$ cat src/rtl/sdram_wr_buf.sv
// sdram_wr_buf: write-side staging FIFO (first-word-fall-through) in front of
// the SDRAM write engine. Raises a one-cycle wr_trig once a full burst is
// buffered, then waits for the engine's flag_wr_end before it can trigger again.
module sdram_wr_buf #(
  parameter int DW    = 16,
  parameter int AW    = 4,
  parameter int BURST = 4
) (
  input  logic          clk,
  input  logic          rst,
  input  logic [DW-1:0] din,
  input  logic          din_vld,
  output logic          din_rdy,
  output logic          wr_trig,
  input  logic          wr_data_req,
  output logic [DW-1:0] wr_data,
  input  logic          flag_wr_end,
  output logic [AW:0]   level,
  output logic          ovf,
  output logic          udf
);

  localparam int DEPTH = 1 << AW;
  localparam logic [AW:0] FULL_LVL  = {1'b1, {AW{1'b0}}};
  localparam logic [AW:0] BURST_LVL = (AW+1)'(BURST);

  // One-hot trigger states; each state owns exactly one bit.
  typedef enum logic [2:0] {
    IDLE = 3'b001,
    TRIG = 3'b010,
    BUSY = 3'b100
  } state_t;

  logic [DW-1:0] mem [DEPTH];
  logic [AW-1:0] wr_ptr;
  logic [AW-1:0] rd_ptr;
  logic          full;
  logic          empty;
  logic          push;
  logic          pop;
  state_t        state;
  state_t        state_next;

  // Occupancy alone decides full/empty; pointers wrap freely so they cannot.
  assign full    = (level == FULL_LVL);
  assign empty   = (level == '0);
  assign din_rdy = ~full;

  // A pop never frees room for a same-cycle push when full, and a push never
  // feeds a same-cycle pop when empty: both decisions use the current level.
  assign push = din_vld & ~full;
  assign pop  = wr_data_req & ~empty;

  // Head of FIFO is presented combinationally so the engine samples it in the
  // same cycle it raises wr_data_req.
  assign wr_data = mem[rd_ptr];

  // Storage array; contents are deliberately left untouched by reset.
  always_ff @(posedge clk) begin
    if (push) begin
      mem[wr_ptr] <= din;
    end
  end

  // Pointer and occupancy bookkeeping.
  always_ff @(posedge clk or posedge rst) begin
    if (rst) begin
      wr_ptr <= '0;
      rd_ptr <= '0;
      level  <= '0;
    end else begin
      if (push) begin
        wr_ptr <= wr_ptr + AW'(1);
      end
      if (pop) begin
        rd_ptr <= rd_ptr + AW'(1);
      end
      case ({push, pop})
        2'b10:   level <= level + (AW+1)'(1);
        2'b01:   level <= level - (AW+1)'(1);
        default: level <= level;
      endcase
    end
  end

  // Sticky error flags: any push into a full FIFO or pop from an empty one.
  always_ff @(posedge clk or posedge rst) begin
    if (rst) begin
      ovf <= 1'b0;
      udf <= 1'b0;
    end else begin
      if (din_vld && full) begin
        ovf <= 1'b1;
      end
      if (wr_data_req && empty) begin
        udf <= 1'b1;
      end
    end
  end

  // Trigger state register.
  always_ff @(posedge clk or posedge rst) begin
    if (rst) begin
      state <= IDLE;
    end else begin
      state <= state_next;
    end
  end

  // Trigger next-state and pulse decode; decisions use the registered level.
  always_comb begin
    state_next = state;
    wr_trig    = 1'b0;
    unique case (state)
      IDLE: begin
        if (level >= BURST_LVL) begin
          state_next = TRIG;
        end
      end
      TRIG: begin
        wr_trig    = 1'b1;
        state_next = BUSY;
      end
      BUSY: begin
        if (flag_wr_end) begin
          state_next = IDLE;
        end
      end
      default: state_next = IDLE;
    endcase
  end

endmodule

$ cat config.mk
export PLATFORM = sky130hd
export DESIGN_NAME = sdram_wr_buf
export DESIGN_NICKNAME = d
export VERILOG_FILES = /design/src/rtl/sdram_wr_buf.sv
export SDC_FILE = /design/constraint.sdc
export NUM_CORES = 1
export LEC_CHECK = 0
export CORE_ASPECT_RATIO = 0.75
export CORE_UTILIZATION = 49
export CTS_CLUSTER_DIAMETER = 50
export DETAILED_ROUTE_END_ITERATION = 16
export PLACE_DENSITY_LB_ADDON = 0.05
export SYNTH_ARGS = -nofsm -noshare
export SYNTH_HDL_FRONTEND = slang
export SYNTH_SLANG_ARGS = --single-unit
$ cat constraint.sdc
create_clock -name clk -period 2.4 [get_ports clk]
set_input_delay 0.36 -clock clk [delete_from_list [all_inputs] [get_ports clk]]
set_output_delay 0.36 -clock clk [all_outputs]
set_load 0.02 [all_outputs]
Word-level counts from Yosys, hierarchy flattened
Memory sizes are Yosys's and may differ from the RTL's.
Cells that the tools add are included.
{"block": "totals", "output_inout_bits": 25, "memories": 1, "ram_bits": 256, "inputBits": 21, "ff_bits": 18, "wordCells": 36}
{"name": "mem", "depth": 16, "word_bits": 16, "read_ports": 1, "rd_clocked_by_memory_dff": 0, "wr": 1, "line_no": "34", "source": "logic [DW-1:0] mem [DEPTH];"}
{"block": "op_classes", "muxes": 7, "eq_ne": 8, "bitwise_logic": 4, "order_cmp": 1, "add_sub_neg": 4, "reduce_logical": 5}
{"cell": "$pmux 5 s2", "count": 1}
{"cell": "$pmux 3 s3", "count": 1}
{"cell": "$add 4x1->4 const B", "count": 2}
{"cell": "$mux 3", "count": 2}
{"cell": "$add 5x1->5 const B", "count": 1}
{"cell": "$eq 5x5->1 const B", "count": 1}
{"cell": "$ge 5x3->1 const B", "count": 1}
{"cell": "$logic_not 5->1", "count": 1}
{"cell": "$sub 5x1->5 const B", "count": 1}
{"cell": "$ne 2x2->1 const B", "count": 2}
{"cell": "$eq 3x1->1 const B", "count": 1}
{"cell": "$eq 3x2->1 const B", "count": 1}
{"cell": "$eq 3x3->1 const B", "count": 1}
{"cell": "$mux 1", "count": 3}
{"cell": "$and 1x1->1", "count": 2}
{"cell": "$eq 2x1->1 const B", "count": 1}
{"cell": "$eq 2x2->1 const B", "count": 1}
{"cell": "$logic_and 1x1->1", "count": 2}
{"cell": "$not 1->1", "count": 2}
{"cell": "$reduce_and 2->1", "count": 1}
{"cell": "$reduce_bool 2->1", "count": 1}

Depth between registers and ports, before layout
Gate-level depths: netlist of the first run.
{"block": "logic_depth", "depth_word": 5, "mapped_depth": 12, "depth_no_buf": 10}

Least setup slack after synthesis of the first run
No wires, ideal clock.
{"block": "synth_timing", "path_kind": "flip-flop to flip-flop", "startpoint": "register level[2]", "endpoint": "memory mem[0][0], enable pin", "synth_period_minus_slack_ns": 2.777, "path_buffers": 1, "arrival_time_ns": 2.368, "stages_incl_launch_ff": 6, "slack_ns": -0.377, "required_time_ns": 1.991, "setup_ns": 0.409, "path_cell_list": "dfrtp_1 -> buf_2 -> nor4_4 -> a21boi_2 -> nand2_1 -> nor3_1"}
{"block": "synth_between", "elab_chain_cells": 5}
{"element": "start, declared", "line_no": "18", "source": "output logic [AW:0] level,"}
{"element": "start signal, assigned", "line_no": "79", "source": "2'b10: level <= level + (AW+1)'(1);"}
{"element": "start signal, assigned", "line_no": "80", "source": "2'b01: level <= level - (AW+1)'(1);"}
{"element": "start signal, assigned", "line_no": "81", "source": "default: level <= level;"}
{"element": "$eq 5x5->1", "line_no": "45", "source": "assign full = (level == FULL_LVL);"}
{"element": "$not 1->1", "line_no": "51", "source": "assign push = din_vld & ~full;"}
{"element": "$and 1x1->1", "line_no": "51"}
{"element": "$mux 1", "line_no": "60", "source": "if (push) begin"}
{"element": "$mux 1 (implied by the code)", "line_no": "61", "source": "mem[wr_ptr] <= din;"}
{"element": "end, declared", "line_no": "34"}
No other way between the ends.

Worst setup path after layout of the first run
{"block": "layout_timing", "startpoint": "register rd_ptr[0]", "endpoint": "output port wr_data[14]"}
{"block": "layout_between", "elab_chain_cells": 1}
{"element": "start, declared", "line_no": "36", "source": "logic [AW-1:0] rd_ptr;"}
{"element": "start signal, assigned", "line_no": "76", "source": "rd_ptr <= rd_ptr + AW'(1);"}
{"element": "$mem_v2 16x16"}
{"element": "end, declared", "line_no": "16", "source": "output logic [DW-1:0] wr_data,"}
No other way between the ends.

==> flow_metrics.tcl, run 1 <==
set metrics [dict create \
    status "complete, but fails checks" \
    violations "setup timing" \
    met1_length_um 13200 \
    skew_ps 18.2 \
    wl_per_cell_um 26.2 \
    vias_per_cell 5.81 \
    io_pins 46 \
    startpoint_type "flop" \
    post-synth-top-count-cell "edfxtp_1" \
    leakage_nw 4.82 \
    coreArea_um2 22100 \
    setup_viol 16 \
    chipWidth_um 176 \
    crit_path_end_kind "output pin" \
    cts_tree "done" \
    grt_usage_pct 23.3 \
    ant_nets 0 \
    synth_top_area_share_pct 69.4 \
    portBuffers 45 \
    slew_headroom_pct 52.1 \
    gp_congestion 0.776 \
    layout-area-overhead-vs-synth_pct 26.7 \
    total_power_w 0.0183 \
    overflow 0 \
    first_global_vias 5939 \
    fin_tns_setup_ps -4110 \
    antenna_found_initial 0 \
    yosysWarnings 0 \
    clkSlewWorstSetupHoldPaths_ps 70 \
    die-height_um 132 \
    placementRows 47 \
    cts_buffer_depth 3 \
    design_area_um2 14000 \
    cp.arrival_ps 2360 \
    start_util_pct 50.1 \
    synthArstFlopShare_pct 6.57 \
    dp.cells 948 \
    worst-setup-path-type "reg -> out" \
    period_share_pct 113 \
    fmax_ghz 0.368 \
    syn_inst 573 \
    synthTopCellsByCount "256 x edfxtp_1, 64 x mux2i_1, 32 x mux4_2" \
    avgSynthCellArea_um2 19.3 \
    vias 5941 \
    synth_seq_cells 274 \
    synthTopCellsByArea "edfxtp_1 69%, mux4_2 6.5%, mux2i_1 5.8%" \
    die-area_um2 23200 \
    grt_pass1_wl_um 39300 \
    hold_class "in -> async" \
    cts_buffers 28 \
    synth_edf_count 256 \
    top_layer_used "met4" \
    placed_area_um2 12400 \
    cts.sinks 274 \
    crit_fanout 5 \
    wl_met2_um 12000 \
    drv_cap 0 \
    ys_seq_area_share_pct 73.4 \
    hpwl_um 16000 \
    drt_first_pass_iters 5 \
    fin_ws_ps -320 \
    final_nets 737 \
    grt_max_degree 20 \
    insertion_delay_ps 540 \
    synth_cell_types 46 \
    synth_top_area_cell "edfxtp_1" \
    htreeDepth 1 \
    drc 0 \
    required_ps 2040 \
    wl_met3_um 1250 \
    vdd_drop_max_mv 0.667 \
    syn-cell-area_um2 11100 \
    root_buffer "clkbuf_16" \
    power_per_cell_area_nw_per_um2 1300 \
    hold_violations 0 \
    synth-main-ff-cell "edfxtp_1" \
    drive_gt1_share_pct 38.9 \
    stdcell_count 1022 \
    tightest_slew_ps 717 \
    synthesis.nets 603 \
    drt_iter0_drc 480 \
    drt_wl_total_um 26800 \
    rsz0062_at_grt "true" \
    fin_crit_ps 2720 \
    n_antenna_cell 0 \
    drv_slew 0 \
]
worst paths after layout:
kind                                  startpoint                    end  slack [ps]  cells past startpoint
hold reg to reg             state[2]$_DFFE_PP0P_   state[1]$_DFFE_PP0P_         470                      1
setup reg to reg            level[1]$_DFFE_PP0P_   level[4]$_DFFE_PP0P_          90                     10
max in group asynchronous                    rst  rd_ptr[0]$_DFFE_PP0P_        1630                      2
min in group clk            state[2]$_DFFE_PP0P_   state[1]$_DFFE_PP0P_         470                      1
hold / removal                               rst  wr_ptr[2]$_DFFE_PP0P_         240                      2
setup / recovery           rd_ptr[0]$_DFFE_PP0P_            wr_data[14]        -320                      7
kinds of logic after synthesis:
group	count (synthesis)	share of synthesized area (%)
xor+xnor	11	0.869
compound gates	81	7.06
mux	98	12.5
fa+ha+maj	9	1.02
flops	274	73.4
buf+inv	40	2.49
simple gates	60	2.65
layout by cell type, fill, tap and decap left out, types with 9 or more instances in the layout:
| master | Yosys | routed |
|---|---|---|
| a221oi_2 | 29 | 19 |
| a221oi_4 | 0 | 13 |
| a22oi_2 | 0 | 11 |
| buf_12 | 1 | 23 |
| buf_4 | 4 | 60 |
| buf_6 | 8 | 20 |
| clkbuf_16 | 0 | 29 |
| clkdlybuf4s50_1 | 0 | 28 |
| dfrtp_1 | 17 | 13 |
| edfxtp_1 | 256 | 256 |
| mux2i_1 | 64 | 42 |
| mux2i_2 | 0 | 16 |
| mux4_2 | 32 | 32 |
| nand2_1 | 24 | 22 |
| nor2_2 | 0 | 12 |
| o21ai_0 | 17 | 9 |
| o21ai_1 | 3 | 10 |
flip-flops by register name (all words and copies together) (netlist names):
signal and flops:
wr_ptr 4, state 3, mem 256, level 5
rd_ptr 4, udf 1, ovf 1
layer usage:
metal	GRT usage, %	vias up
met4	4.64	0
met5	0	-
met3	3.32	33
li1	-	2602
met1	37.9	3147
met2	33.6	159
critical path, cell delays in order (launching register included):
cell       delay, ps
dfrtp_4          530
clkbuf_16        200
buf_16           150
buf_6            120
mux4_2           420
a22oi_1          190
nand2_1           80
buf_6            130
through the flow:
step | worst slack, ps | utilization (%) | hold slack (ps)
finish | -320 | 63.5 | 245
global placement | -405 | 55.9 | 440
detailed placement | -386 | 55.9 | 461
floorplan | -125 | - | 298
CTS | -313 | 62.7 | 256
global route | -378 | 63.5 | 312
power by group:
part | total [W] | switching [W] | internal, W
Sequential | 0.00617 | 0.000326 | 0.00585
Combinational | 0.00812 | 0.00423 | 0.00389
Clock | 0.00397 | 0.00180 | 0.00217
final cells by class:
class,instances,area [um2]
Sequential cell,274,8150
Timing Repair Buffer,136,1530
Inverter,7,26.3
Clock buffer,35,727
Clock inverter,16,114
Fill cell,1570,8070
Tap cell,294,368
Multi-Input combinational cell,260,3130
what timing repair did:
action	CTS	global route
setup endpoints to repair	17	19
cloned	6	1
pin swaps	26	32
hold buffers	0	0
resized for setup	145	55
buffers inserted	18	3
No activity file was read; power rests on OpenSTA's default activity.
==> inputs of run 2 (changes only) <==
--- a/config.mk
+++ b/config.mk
@@ -5,11 +5,11 @@
 export SDC_FILE = /design/constraint.sdc
 export NUM_CORES = 1
 export LEC_CHECK = 0
+export ABC_AREA = 1
 export CORE_ASPECT_RATIO = 0.75
 export CORE_UTILIZATION = 49
-export CTS_CLUSTER_DIAMETER = 50
 export DETAILED_ROUTE_END_ITERATION = 16
-export PLACE_DENSITY_LB_ADDON = 0.05
+export PLACE_DENSITY = 0.69
 export SYNTH_ARGS = -nofsm -noshare
 export SYNTH_HDL_FRONTEND = slang
 export SYNTH_SLANG_ARGS = --single-unit
==> run 2 against run 1 <==
The flow still finishes with violations (setup timing). Clock-buffer cell count up 7. Register-to-register slack better by 170 ps. Cell count up 31%. First-iteration DRC count up 40%. Utilization down 0.30 points. Critical path depth up 3. Power up 1.5%. Worst setup slack better by 250 ps. Non-clock buffer count down 13. Clock power up 3%. Cell area about the same.
==> flow_metrics.tcl, run 2 <==
set metrics [dict create \
    vdd_drop_max_mv 1.09 \
    placementRows 47 \
    die-area_um2 23400 \
    synthTopCellsByCount "256 x edfxtp_1, 220 x nand2_1, 103 x nor2_1" \
    grt_pass1_wl_um 43200 \
    synth_xor_area_share_pct 0.627 \
    placed_area_um2 12300 \
    layout-area-overhead-vs-synth_pct 25.8 \
    cts_tree "done" \
    synth_edf_count 256 \
    cts.sinks 274 \
    setup_viol 16 \
    area.sequential_um2 8140 \
    ys_seq_area_share_pct 72.8 \
    synth_compound_area_share_pct 8.51 \
    synth_top_area_share_pct 68.8 \
    n_antenna_cell 0 \
    synthTopCellsByArea "edfxtp_1 69%, nand2_1 7.4%, dfrtp_1 3.8%" \
    ctsHoldBuffers 0 \
    die-height_um 133 \
    drc 0 \
    synth_mux_area_share_pct 0 \
    synth-main-ff-cell "edfxtp_1" \
    hold_violations 0 \
    grt_max_degree 34 \
    chipWidth_um 176 \
    post-synth-top-count-cell "edfxtp_1" \
    path_cells "inv_8, buf_12, buf_12, nand2_1, nand3_1, nand2_1, a21oi_1, nand2_1, nand2_2, buf_6" \
    startpoint "rd_ptr[0]$_DFFE_PP0P_" \
    drt_wl_total_um 29500 \
    tightest_slew_ps 784 \
    drv_slew 0 \
    cp_num_cells 10 \
    syn_inst 923 \
    synthesis.nets 953 \
    cts_buffers 27 \
    max_stage_delay_ps 540 \
    vias_per_cell 5.68 \
    largestRegisters "mem: 256 flops, level: 5 flops" \
    leakage_nw 5.15 \
    final_cell_mix "256 x edfxtp_1, 186 x nand2_1, 74 x nor2_1" \
    rr_startpoint "level[2]$_DFFE_PP0P_" \
    fill_cells 1609 \
    fin_crit_ps 2470 \
    synth-simple-area-share_pct 13.2 \
    insertion_delay_ps 530 \
    first_global_vias 7173 \
    mostFrequentLayoutCell "edfxtp_1" \
    status "complete, but fails checks" \
    overflow 0 \
    rsz0062_at_grt "true" \
    drt_iter0_drc 673 \
    cts_buffer_depth 3 \
    largest_reg_flops 256 \
    final_nets 1058 \
    synth_seq_cells 274 \
    multiInputGateArea_um2 2930 \
    drive_gt1_share_pct 23.6 \
    r2r_cells 16 \
    fmax_ghz 0.405 \
    cp-endpoint "wr_data[8]" \
    avgSynthCellArea_um2 12.1 \
    crit_fanout 8 \
    io_pins 46 \
    synthArstFlopShare_pct 6.57 \
    path_buf_inv 4 \
    power_per_cell_area_nw_per_um2 1320 \
    r2r_slack_ps 260 \
    yosys.area_share.adder_pct 1.01 \
    drv_cap 0 \
    critPathTopFamily "flip-flops" \
    htreeDepth 1 \
    synth_top_family_by_area "simple AND/OR/NAND/NOR gates" \
    ant_nets 0 \
    grt_usage_pct 25.1 \
    fin_tns_setup_ps -655 \
    vias 7616 \
    antenna_found_initial 0 \
    regMostFlops "mem" \
    gp_congestion 0.770 \
    slew_headroom_pct 47.7 \
    design_area_um2 14100 \
    coreArea_um2 22200 \
    hpwl_um 15600 \
    root_buffer "clkbuf_16" \
    synth_top_area_cell "edfxtp_1" \
    start_util_pct 50.3 \
    synth_cell_types 29 \
    clkSlewWorstSetupHoldPaths_ps 70 \
    fin_ws_ps -66.7 \
    yosysWarnings 0 \
    hold_class "in -> async" \
    cp.arrival_ps 2110 \
    required_ps 2040 \
    portBuffers 45 \
    crit_path_end_kind "output pin" \
    startpoint_type "flop" \
    syn-cell-area_um2 11200 \
    skew_ps 15.9 \
    period_share_pct 103 \
    wl_per_cell_um 22.0 \
    violations "setup timing" \
    crit_slowest_cell "dfrtp_4" \
    drt_first_pass_iters 5 \
    worst-setup-path-type "reg -> out" \
    crit_path_frequent_cell "nand2_1" \
    reg2reg_to "level[4]$_DFFE_PP0P_" \
]
-- run 2: what timing repair did --
action	CTS	global route
setup endpoints to repair	16	17
gates resized for setup	160	63
pin swaps	23	33
cloned	9	5
setup buffers	12	0
-- run 2: worst register-to-register path: cells and delay by family (launching register included) --
family | cells | cell delay (ps)
and+or+nand+nor | 11 | 1050
buffers and inverters | 3 | 160
DFF | 1 | 430
adders and majority gates | 2 | 390
-- run 2: worst min path at each step --
stage                                from                   end  slack, ps  cells past startpoint
final                                 rst  level[0]$_DFFE_PP0P_        270                      2
after global routing                  rst  level[0]$_DFFE_PP0P_        320                      2
after CTS                             rst  level[0]$_DFFE_PP0P_        290                      2
after detailed placement  udf$_DFFE_PP0P_       udf$_DFFE_PP0P_        470                      1
after global placement    udf$_DFFE_PP0P_       udf$_DFFE_PP0P_        460                      1
after floorplan                       rst  level[0]$_DFFE_PP0P_        300                      1
-- run 2: cells by family after synthesis --
| kind of cell | after synthesis |
|---|---|
| and+or+nand+nor | 373 |
| xor gates and xnor gates | 8 |
| buffers and inverters | 87 |
| adders and majority gates | 9 |
| AOI/OAI and AO/OA | 172 |
| DFF | 274 |
-- run 2: final cells by class --
type	instances	area share [%]
well taps	294	2.62
flip-flops and latches	274	57.9
repair buffers	123	11.3
inverters	40	1.14
multi-input cells	562	20.8
clock buffers	42	5.85
clock inverters	7	0.312
-- run 2: power breakdown --
part	internal [W]	switching, W	total, W
Clock	0.00235	0.00175	0.00410
Sequential	0.00583	0.000254	0.00608
Combinational	0.00344	0.00492	0.00836
-- run 2: metrics by stage --
stage	std cells	worst slack [ps]	util, %	hold WS, ps	power, W
after floorplan	923	124	-	298	0.00994
after global routing	1342	-170	63.2	322	0.0194
final	1342	-66.7	63.2	270	0.0185
after detailed placement	1268	26.4	55.4	470	0.0125
after global placement	1268	50.5	55.4	461	0.0124
after CTS	1338	-35.2	61.8	286	0.0179
-- run 2: per-layer routing --
layer	vias up	global-route usage, %	share of wire [%]
met4	0	6.75	2.5
met3	71	5.60	9.1
li1	3459	-	-
met5	-	0	0
met1	3691	36.2	43
met2	395	38.7	46
==> inputs of run 3 (changes only) <==
--- a/config.mk
+++ b/config.mk
@@ -10,6 +10,7 @@
 export CORE_UTILIZATION = 49
 export DETAILED_ROUTE_END_ITERATION = 16
 export PLACE_DENSITY = 0.69
+export SKIP_LAST_GASP = 1
 export SYNTH_ARGS = -nofsm -noshare
 export SYNTH_HDL_FRONTEND = slang
 export SYNTH_SLANG_ARGS = --single-unit
==> run 3 against run 2 <==
The run still ends with setup timing left. Critical path depth is the same. Clock skew shrank 2.3 ps. Sequential share of layout area shrank 0.12 points. Cell count grew 0.22%. Cell area grew 0.21%. Die area is the same. Via count is essentially flat. Global-route usage is essentially flat. Routed wire length grew 0.27%. Sequential cell count is the same. Non-clock buffer count grew 3. Highest routed layer unchanged.
==> flow_metrics.tcl, run 3 (synthesized netlist as in run 2, its figures left out) <==
set metrics [dict create \
    placementRows 47 \
    insertion_delay_ps 530 \
    path_buf_inv 4 \
    path_cells "inv_8, buf_12, clkbuf_16, nand2_1, nand3_1, nand2_1, a21oi_1, nand2_1, nand2_2, buf_6" \
    htreeDepth 1 \
    grt_usage_pct 25.1 \
    seqPwrFrac_pct 32.7 \
    fin_tns_setup_ps -738 \
    gp_congestion 0.770 \
    cts_tree "done" \
    grt_max_degree 34 \
    p_sw_w 0.00691 \
    clkPwrFrac_pct 22.0 \
    drt_first_pass_iters 6 \
    vias_per_cell 5.66 \
    fin_ws_ps -87.0 \
    first_global_vias 7181 \
    layout-area-overhead-vs-synth_pct 26.0 \
    leakage_nw 5.17 \
    reg2reg_to "level[4]$_DFFE_PP0P_" \
    drt_wl_total_um 29600 \
    tightest_slew_ps 792 \
    drive_gt1_share_pct 23.1 \
    drc 0 \
    drv_slew 0 \
    preCtsSetupSlack_ps 26.4 \
    chipWidth_um 176 \
    max_stage_delay_ps 540 \
    power_per_cell_area_nw_per_um2 1320 \
    ctsHoldBuffers 0 \
    required_ps 2040 \
    final_nets 1061 \
    crit_fanout 8 \
    crit_path_frequent_cell "nand2_1" \
    violations "setup timing" \
    die-area_um2 23400 \
    clkSlewWorstSetupHoldPaths_ps 70 \
    regMostFlops "mem" \
    cp.arrival_ps 2130 \
    power.internal_w 0.0117 \
    startpoint_type "flop" \
    wl_per_cell_um 22.0 \
    cts_buffer_depth 3 \
    startpoint "rd_ptr[0]$_DFFE_PP0P_" \
    rr_startpoint "level[2]$_DFFE_PP0P_" \
    vias 7612 \
    setup_viol 15 \
    critPathTopFamily "flip-flops" \
    n_antenna_cell 0 \
    crit_path_end_kind "output pin" \
    status "complete, but fails checks" \
    hold_class "in -> async" \
    vdd_drop_max_mv 1.10 \
    r2r_cells 16 \
    die-height_um 133 \
    hpwl_um 15600 \
    slew_headroom_pct 47.1 \
    coreArea_um2 22200 \
    mostFrequentLayoutCell "edfxtp_1" \
    worst-setup-path-type "reg -> out" \
    period_share_pct 104 \
    drt_iter0_drc 702 \
    drv_cap 0 \
    root_buffer "clkbuf_16" \
    largestRegisters "mem: 256 flops, level: 5 flops" \
    portBuffers 45 \
    r2r_slack_ps 260 \
    ant_nets 0 \
    total_power_w 0.0186 \
    fmax_ghz 0.402 \
    crit_slowest_cell "dfrtp_4" \
    final_cell_mix "256 x edfxtp_1, 185 x nand2_1, 78 x nor2_1" \
    skew_ps 13.6 \
    grt_pass1_wl_um 43200 \
    fin_crit_ps 2490 \
    cts.sinks 274 \
    fill_cells 1616 \
    start_util_pct 50.3 \
    largest_reg_flops 256 \
    comb_power_share_pct 45.3 \
    cts_buffers 27 \
    antenna_found_initial 0 \
    p_sw_share_pct 37.1 \
    overflow 0 \
    io_pins 46 \
    hold_violations 0 \
    rsz0062_at_grt "true" \
]
[run 3: cell count changes in the layout (fill, tap and decap cells not counted), sizes merged]
cell    change
clkbuf      +1
buf         +2
[run 3: repair_timing]
| item | in CTS | in global routing |
|---|---|---|
| endpoints found under the setup margin | 16 | 17 |
| gates cloned | 9 | 6 |
| setup buffers | 12 | 2 |
| gates resized for setup | 151 | 65 |
| pin swaps | 23 | 39 |
[run 3: metrics by stage]
stage / hold WS (ps) / area [um2] / util [%] / instances
2_1_floorplan: 298 / 11200 / - / 923
3_3_place_gp: 461 / 12300 / 55.4 / 1268
3_5_place_dp: 470 / 12300 / 55.4 / 1268
4_1_cts: 286 / 13700 / 61.7 / 1338
5_1_grt: 322 / 14100 / 63.4 / 1345
6_report: 274 / 14100 / 63.4 / 1345
[run 3: layout make-up]
type                       count  area (um2)  area share, %
inverter                      40         160           1.14
clock inverter                 7        43.8          0.311
sequential                   274        8140           57.8
timing repair buffer         126        1640           11.6
multi-input combinational    562        2910           20.6
tap                          294         368           2.61
clock buffer                  42         822           5.84
[run 3: worst max path at each step]
| stage | cells past startpoint | slack, ps | end |
|---|---|---|---|
| 2_1_floorplan | 6 | 120 | mem[0][0]$_DFFE_PP_ |
| 3_3_place_gp | 7 | 50 | wr_data[14] |
| 3_5_place_dp | 9 | 30 | wr_data[5] |
| 4_1_cts | 9 | -50 | wr_data[5] |
| 5_1_grt | 10 | -170 | wr_data[14] |
| 6_report | 10 | -90 | wr_data[14] |
[run 3: power groups by stage]
stage | Sequential (W) | Clock (W) | Combinational (W)
global placement | 0.00614 | 0 | 0.00630
finish | 0.00608 | 0.00409 | 0.00843
global route | 0.00612 | 0.00433 | 0.00901
detailed placement | 0.00616 | 0 | 0.00637
floorplan | 0.00616 | 0 | 0.00378
CTS | 0.00607 | 0.00414 | 0.00768
[run 3: layer usage]
layer	track usage [%]	vias to the layer above	wire length, um
li1	-	3459	-
met4	7.18	0	940
met1	36.0	3695	12600
met3	5.60	83	2640
met2	38.6	375	13400
met5	0	-	0
